## config.mk

```make
export PLATFORM = sky130hd
export DESIGN_NAME = af_sweep_ctrl
export DESIGN_NICKNAME = d
export VERILOG_FILES = /design/src/rtl/af_sweep_ctrl_pkg.sv /design/src/rtl/af_sweep_ctrl_peak_track.sv /design/src/rtl/af_sweep_ctrl.sv
export SDC_FILE = /design/constraint.sdc
export NUM_CORES = 1
export LEC_CHECK = 0
export CAP_MARGIN = 5
export CORE_ASPECT_RATIO = 0.75
export CORE_MARGIN = 2
export CORE_UTILIZATION = 40
export CTS_BUF_LIST = sky130_fd_sc_hd__clkbuf_16
export CTS_CLUSTER_DIAMETER = 120
export DETAILED_ROUTE_END_ITERATION = 12
export DONT_BUFFER_PORTS = 1
export PLACE_DENSITY = 0.59
export SETUP_SLACK_MARGIN = 0.02
export SLEW_MARGIN = 40
export SYNTH_ARGS = -nofsm -noshare
export SYNTH_HDL_FRONTEND = slang
export SYNTH_SLANG_ARGS = --single-unit
```

## constraint.sdc

```tcl
create_clock -name CLK -period 2.35 [get_ports CLK]
set_input_delay 0.235 -clock CLK [delete_from_list [all_inputs] [get_ports CLK]]
set_output_delay 0.235 -clock CLK [all_outputs]
set_load 0.005 [all_outputs]
```

## src/rtl/af_sweep_ctrl_pkg.sv

```systemverilog
// Shared types for the autofocus sweep controller: lens step type, FSM states
// and the clamped step-advance helper.
package af_pkg;

  localparam int STEP_W = 10;

  typedef logic [STEP_W-1:0] step_t;

  typedef enum logic [2:0] {
    IDLE    = 3'd0,
    MOVE    = 3'd1,
    SETTLE  = 3'd2,
    MEASURE = 3'd3,
    NEXT    = 3'd4,
    SEEK    = 3'd5,
    HOLD    = 3'd6
  } af_state_e;

  // One bit wider than a step so the sum cannot wrap before the clamp.
  function automatic step_t step_advance(input step_t cur,
                                         input logic [STEP_W:0] inc,
                                         input step_t max_step);
    logic [STEP_W:0] sum;
    sum = {1'b0, cur} + inc;
    if (sum > {1'b0, max_step}) return max_step;
    return sum[STEP_W-1:0];
  endfunction

endpackage

```

## src/rtl/af_sweep_ctrl_peak_track.sv

```systemverilog
// Peak tracker: holds the highest sharpness seen this sweep and the lens
// position it was measured at. Ties keep the earlier position.
module af_peak_track
  import af_pkg::*;
#(
  parameter int STEP_MIN = 0,
  parameter int SW       = 32
) (
  input  logic          CLK,
  input  logic          RESET_n,
  input  logic          clear,
  input  logic          vld,
  input  logic [SW-1:0] sharp,
  input  step_t         cur,
  output step_t         best_step,
  output logic [SW-1:0] best_sharp
);

  step_t         best_step_q, best_step_d;
  logic [SW-1:0] best_sharp_q, best_sharp_d;

  always_comb begin
    best_step_d  = best_step_q;
    best_sharp_d = best_sharp_q;
    if (clear) begin
      best_step_d  = STEP_W'(STEP_MIN);
      best_sharp_d = '0;
    end else if (vld && (sharp > best_sharp_q)) begin
      best_step_d  = cur;
      best_sharp_d = sharp;
    end
  end

  always_ff @(posedge CLK or negedge RESET_n) begin
    if (!RESET_n) begin
      best_step_q  <= '0;
      best_sharp_q <= '0;
    end else begin
      best_step_q  <= best_step_d;
      best_sharp_q <= best_sharp_d;
    end
  end

  assign best_step  = best_step_q;
  assign best_sharp = best_sharp_q;

endmodule

```

## src/rtl/af_sweep_ctrl.sv

```systemverilog
// Autofocus sweep controller: steps the VCM across the lens range, scores each
// position after settling, then parks the lens at the sharpest position.
module af_sweep_ctrl
  import af_pkg::*;
#(
  parameter int STEP_MIN      = 0,
  parameter int STEP_MAX      = 1023,
  parameter int STEP_INC      = 16,
  parameter int SETTLE_FRAMES = 2,
  parameter int SW            = 32
) (
  input  logic              CLK,
  input  logic              RESET_n,
  input  logic              start,
  input  logic              abort,
  input  logic              frame_end,
  input  logic [SW-1:0]     sharp,
  input  logic              sharp_vld,
  output logic [STEP_W-1:0] vcm_step,
  output logic              vcm_req,
  input  logic              vcm_ack,
  output logic              busy,
  output logic              done,
  output logic [STEP_W-1:0] best_step,
  output logic [SW-1:0]     best_sharp
);

  localparam int    FCW      = $clog2(SETTLE_FRAMES + 1);
  localparam step_t MIN_S    = STEP_W'(STEP_MIN);
  localparam step_t MAX_S    = STEP_W'(STEP_MAX);
  localparam logic [STEP_W:0] INC_S = (STEP_W+1)'(STEP_INC);
  localparam logic [FCW-1:0]  LAST_FRAME = FCW'(SETTLE_FRAMES - 1);

  af_state_e      state_q;
  logic [FCW-1:0] fcnt_q;
  logic           abort_pend_q;
  logic           hold_q;
  step_t          vcm_step_q;
  logic           vcm_req_q;
  logic           busy_q;
  logic           done_q;
  step_t          cur_q, cur_d;
  step_t          pk_best_step;
  logic [SW-1:0]  pk_best_sharp;
  logic           start_acc;
  logic           score_vld;

  assign start_acc = start && ((state_q == IDLE) || (state_q == HOLD));
  assign score_vld = sharp_vld && !abort && (state_q == MEASURE);

  af_peak_track #(
    .STEP_MIN (STEP_MIN),
    .SW       (SW)
  ) u_peak (
    .CLK        (CLK),
    .RESET_n    (RESET_n),
    .clear      (start_acc),
    .vld        (score_vld),
    .sharp      (sharp),
    .cur        (cur_q),
    .best_step  (pk_best_step),
    .best_sharp (pk_best_sharp)
  );

  always_comb begin
    cur_d = cur_q;
    if (start_acc)
      cur_d = MIN_S;
    else if ((state_q == NEXT) && !abort && (cur_q != MAX_S))
      cur_d = step_advance(cur_q, INC_S, MAX_S);
  end

  // cur is always loaded on an accepted start before anything reads it.
  always_ff @(posedge CLK) begin
    cur_q <= cur_d;
  end

  always_ff @(posedge CLK or negedge RESET_n) begin
    if (!RESET_n) begin
      state_q      <= IDLE;
      fcnt_q       <= '0;
      abort_pend_q <= 1'b0;
      hold_q       <= 1'b0;
      vcm_step_q   <= '0;
      vcm_req_q    <= 1'b0;
      busy_q       <= 1'b0;
      done_q       <= 1'b0;
    end else begin
      // Outputs follow the current state one cycle later.
      vcm_req_q <= (state_q == MOVE) || (state_q == SEEK);
      busy_q    <= (state_q != IDLE) && (state_q != HOLD);
      hold_q    <= (state_q == HOLD);
      done_q    <= (state_q == HOLD) && !hold_q;
      if (state_q == MOVE)
        vcm_step_q <= cur_q;
      else if ((state_q == SEEK) || (state_q == HOLD))
        vcm_step_q <= pk_best_step;

      unique case (state_q)
        IDLE, HOLD: begin
          if (start) begin
            state_q      <= MOVE;
            abort_pend_q <= 1'b0;
          end
        end
        MOVE, SEEK: begin
          // Abort never breaks a handshake in flight; it is honoured at ack.
          if (abort) abort_pend_q <= 1'b1;
          if (vcm_ack) begin
            abort_pend_q <= 1'b0;
            fcnt_q       <= '0;
            if (abort || abort_pend_q)
              state_q <= IDLE;
            else
              state_q <= (state_q == MOVE) ? SETTLE : HOLD;
          end
        end
        SETTLE: begin
          if (abort)
            state_q <= IDLE;
          else if (frame_end) begin
            if (fcnt_q == LAST_FRAME)
              state_q <= MEASURE;
            else
              fcnt_q <= fcnt_q + 1'b1;
          end
        end
        MEASURE: begin
          if (abort)
            state_q <= IDLE;
          else if (sharp_vld)
            state_q <= NEXT;
        end
        NEXT: begin
          if (abort)
            state_q <= IDLE;
          else if (cur_q == MAX_S)
            state_q <= SEEK;
          else
            state_q <= MOVE;
        end
        default: state_q <= IDLE;
      endcase
    end
  end

  assign vcm_step   = vcm_step_q;
  assign vcm_req    = vcm_req_q;
  assign busy       = busy_q;
  assign done       = done_q;
  assign best_step  = pk_best_step;
  assign best_sharp = pk_best_sharp;

endmodule

```

==> summary.txt <==
Cells and area
  • Fill count: 704
  • Area grow syn2layout: 59.53%
  • Most frequent cells in the layout: 69 x buf_4, 56 x dfrtp_1, 30 x a21oi_1, 24 x inv_1, 22 x nand2_1
  • N_diodes: 0
  • Register area: 1541 um2
  • Post-route cell area: 6294 um2
  • Final net count: 578
  • Multi-input logic area: 2953 um2
  • Commonest non-fill, non-tap cell in the layout: buf_4
  • Layout cells sized above 1: 44.20%

Logic synthesis
  • Synth top area share: 35.52%
  • Synthesized instance count: 425
  • Post-synth EDFFs: 0
  • YS warnings: 0
  • Flops & latches, synth: 63
  • Sequential fraction of the synthesis area: 39.07%
  • Synth Flop Type: dfrtp_1
  • Post-synth top area cell: dfrtp_1
  • Count of cell types in the netlist: 48
  • Syn_nets: 499
  • Share of flip-flops with an asynchronous set or reset: 88.89%
  • Syn Std Cell Area: 3945 um2
  • Top post-synthesis cells by area: dfrtp_1 36%, ha_1 11%, o41ai_1 6.0%
  • Post-Synthesis Mean Instance Area: 9.282 um2

Die
  • Die span in x: 118.7 um
  • Starting Density: 41.01%
  • Die ar.: 10680 um2
  • # IOs: 94
  • Row cnt: 31
  • Core footprint: 9619 um2
  • Die height: 90.01 um

Clocking
  • TritonCTS clock tree: yes
  • Num CTS Buffers: 9
  • Worst-Skew Late Latency: 340 ps
  • CTS Sinks: 63
  • CTS root buf: clkbuf_16
  • Clock Pin Slew Worst Setup and Hold Paths: 60 ps
  • Htree depth: 3
  • Clock buffer depth: 2

Timing
  • Final slew viol count: 0
  • Worst slew pin tran: 880.6 ps
  • Clk_skew: 9.669 ps
  • Fin crit share: 108.9%
  • Setup Viol. Count Final: 39
  • RSZ-0062 raised after global routing: true
  • Worst slew margin: 40.36%
  • Maximum clock rate: 0.3906 GHz
  • Worst setup margin: -210.0 ps
  • Final hold vios: 0
  • Final min period: 2560 ps

Placement
  • HPWL after DPL: 6993 um
  • Final RePlAce weighted congestion: 0.8106
  • Input/output buffers: 0
  • Area after DPL: 4431 um2

Global route
  • Initial antenna violation count: 0
  • Global-route wire length before repair: 18430 um
  • Pin count of the biggest net entering global routing: 57
  • Global Route Usage Sum: 21.36%
  • Congestion Overflow GR: 0
  • Vias in the first global route: 3490

Power
  • Max IR drop VDD: 0.5253 mV
  • Lkg Pwr: 2.635 nW
  • PwrDens: 770.1 nW/um2
  • Total power draw: 4.847 mW

Worst setup path
  • Crit-path max FO: 5
  • Crit. End Element: flip-flop
  • Setup CP Type: flip-flop to flip-flop
  • CP startpoint kind: flip-flop
  • Crit path required time: 2560 ps
  • WP data arrival: 2770 ps

Run
  • MaxCap Viol Count: 0

Drt
  • Iteration-0 DRC Markers: 307
  • Final ANT Viol Nets: 0
  • Routed length per instance: 22.00 um
  • Via density: 6.148
  • DRC: 0
  • First-pass DRT Iterations: 5
  • Final WL: 14100 um
  • Vias: 3941

Status
  • Status: finished with violations
  • Failing checks: setup timing

Hold path
  • Worst min path class: input pin to flip-flop
==> synthesized netlist by cell type, drive strengths merged (10+ instances only) <==
| cell type | count |
|---|---|
| nand3 | 10 |
| o21ai | 55 |
| o41ai | 34 |
| a31oi | 11 |
| buf | 15 |
| dfrtp | 56 |
| clkbuf | 22 |
| ha | 35 |
| inv | 39 |
| nor2 | 12 |
| a21oi | 30 |
| nand2 | 22 |
==> worst paths after layout <==
path,start,to,slack [ps],cells past startpoint
min in group asynchronous,RESET_n,u_peak.best_sharp[17],420,2
max in group asynchronous,RESET_n,vcm_step[7],1640,2
max reg2reg,u_peak.best_sharp[18],u_peak.best_sharp[14],-210,9
min,sharp[17],u_peak.best_sharp[17],5,2
min reg2reg,hold_q,done,390,1
max,u_peak.best_sharp[18],u_peak.best_sharp[14],-210,9
==> per-stage QoR <==
step	setup WS (ps)	instances	utilization, %	TNS, ps	hold WS [ps]
floorplan	33.60	425	-	0	-60.59
global placement	-20.66	580	46.06	-53.36	-57.99
detailed placement	-206.8	580	46.06	-2695	-58.39
CTS	-28.68	607	55.01	-180.7	14.92
global route	-281.6	641	65.43	-6707	2.086
finish	-210.0	641	65.43	-4524	4.847
==> critical path, cell delays in order (launching register included) <==
cell and delay [ps]:
dfrtp_1 360, inv_1 110, ha_1 340, nand4_1 180, or4_4 480, o21ai_4 210, a31oi_4 80, buf_6 180
buf_16 140, o41ai_2 340
==> layer usage <==
layer | GRT usage (%) | vias to the layer above | wire [um]
met5 | 0 | - | 0
met4 | 5.357 | 0 | 229
met3 | 7.297 | 23 | 1055
met2 | 33.14 | 175 | 6823
met1 | 28.56 | 1987 | 5995
li1 | - | 1756 | -
==> registers in the layout, summed over array words and instances (netlist names) <==
signal / count
state_q: 3
vcm_step: 7
done: 1
busy: 1
fcnt_q: 2
u_peak.best_step: 7
abort_pend_q: 1
hold_q: 1
vcm_req: 1
u_peak.best_sharp: 32
cur_q: 7
==> area by class of cell <==
cell class	instances	area share, %
repair buffers	104	18.29
clock buffers	9	3.579
multi-input cells	287	46.92
well taps	132	2.624
clock inverters	7	1.769
flip-flops and latches	63	24.49
inverters	39	2.326
==> kinds of logic (layout without fill, tap and decap cells) <==
| group | Yosys count | after routing | share of synthesized area, % |
|---|---|---|---|
| AO/OA/AOI/OAI | 157 | 158 | 27.37 |
| AND/OR/NAND/NOR | 83 | 83 | 11.07 |
| buffers and inverters | 76 | 159 | 8.531 |
| flip-flops | 63 | 63 | 39.07 |
| adder cells (fa/ha/maj) | 35 | 35 | 11.10 |
| multiplexers | 8 | 8 | 2.188 |
| XOR/XNOR | 3 | 3 | 0.6662 |
==> power by group <==
| group | leakage, nW | switching (mW) | internal [mW] |
|---|---|---|---|
| sequential | 0.827 | 0.138 | 1.27 |
| combinational | 1.65 | 1.04 | 0.862 |
| clock | 0.163 | 0.512 | 1.03 |
==> timing repair <==
item | 4_1_cts | 5_1_grt
buffers inserted | 5 | 14
hold buffers | 3 | 4
endpoints found under the setup margin | 39 | 39
cloned | 3 | 16
resized for setup | 57 | 103
pin swaps | 12 | 36
hold endpoints to repair | 59 | 4
Power figures use the tool's default switching activity.
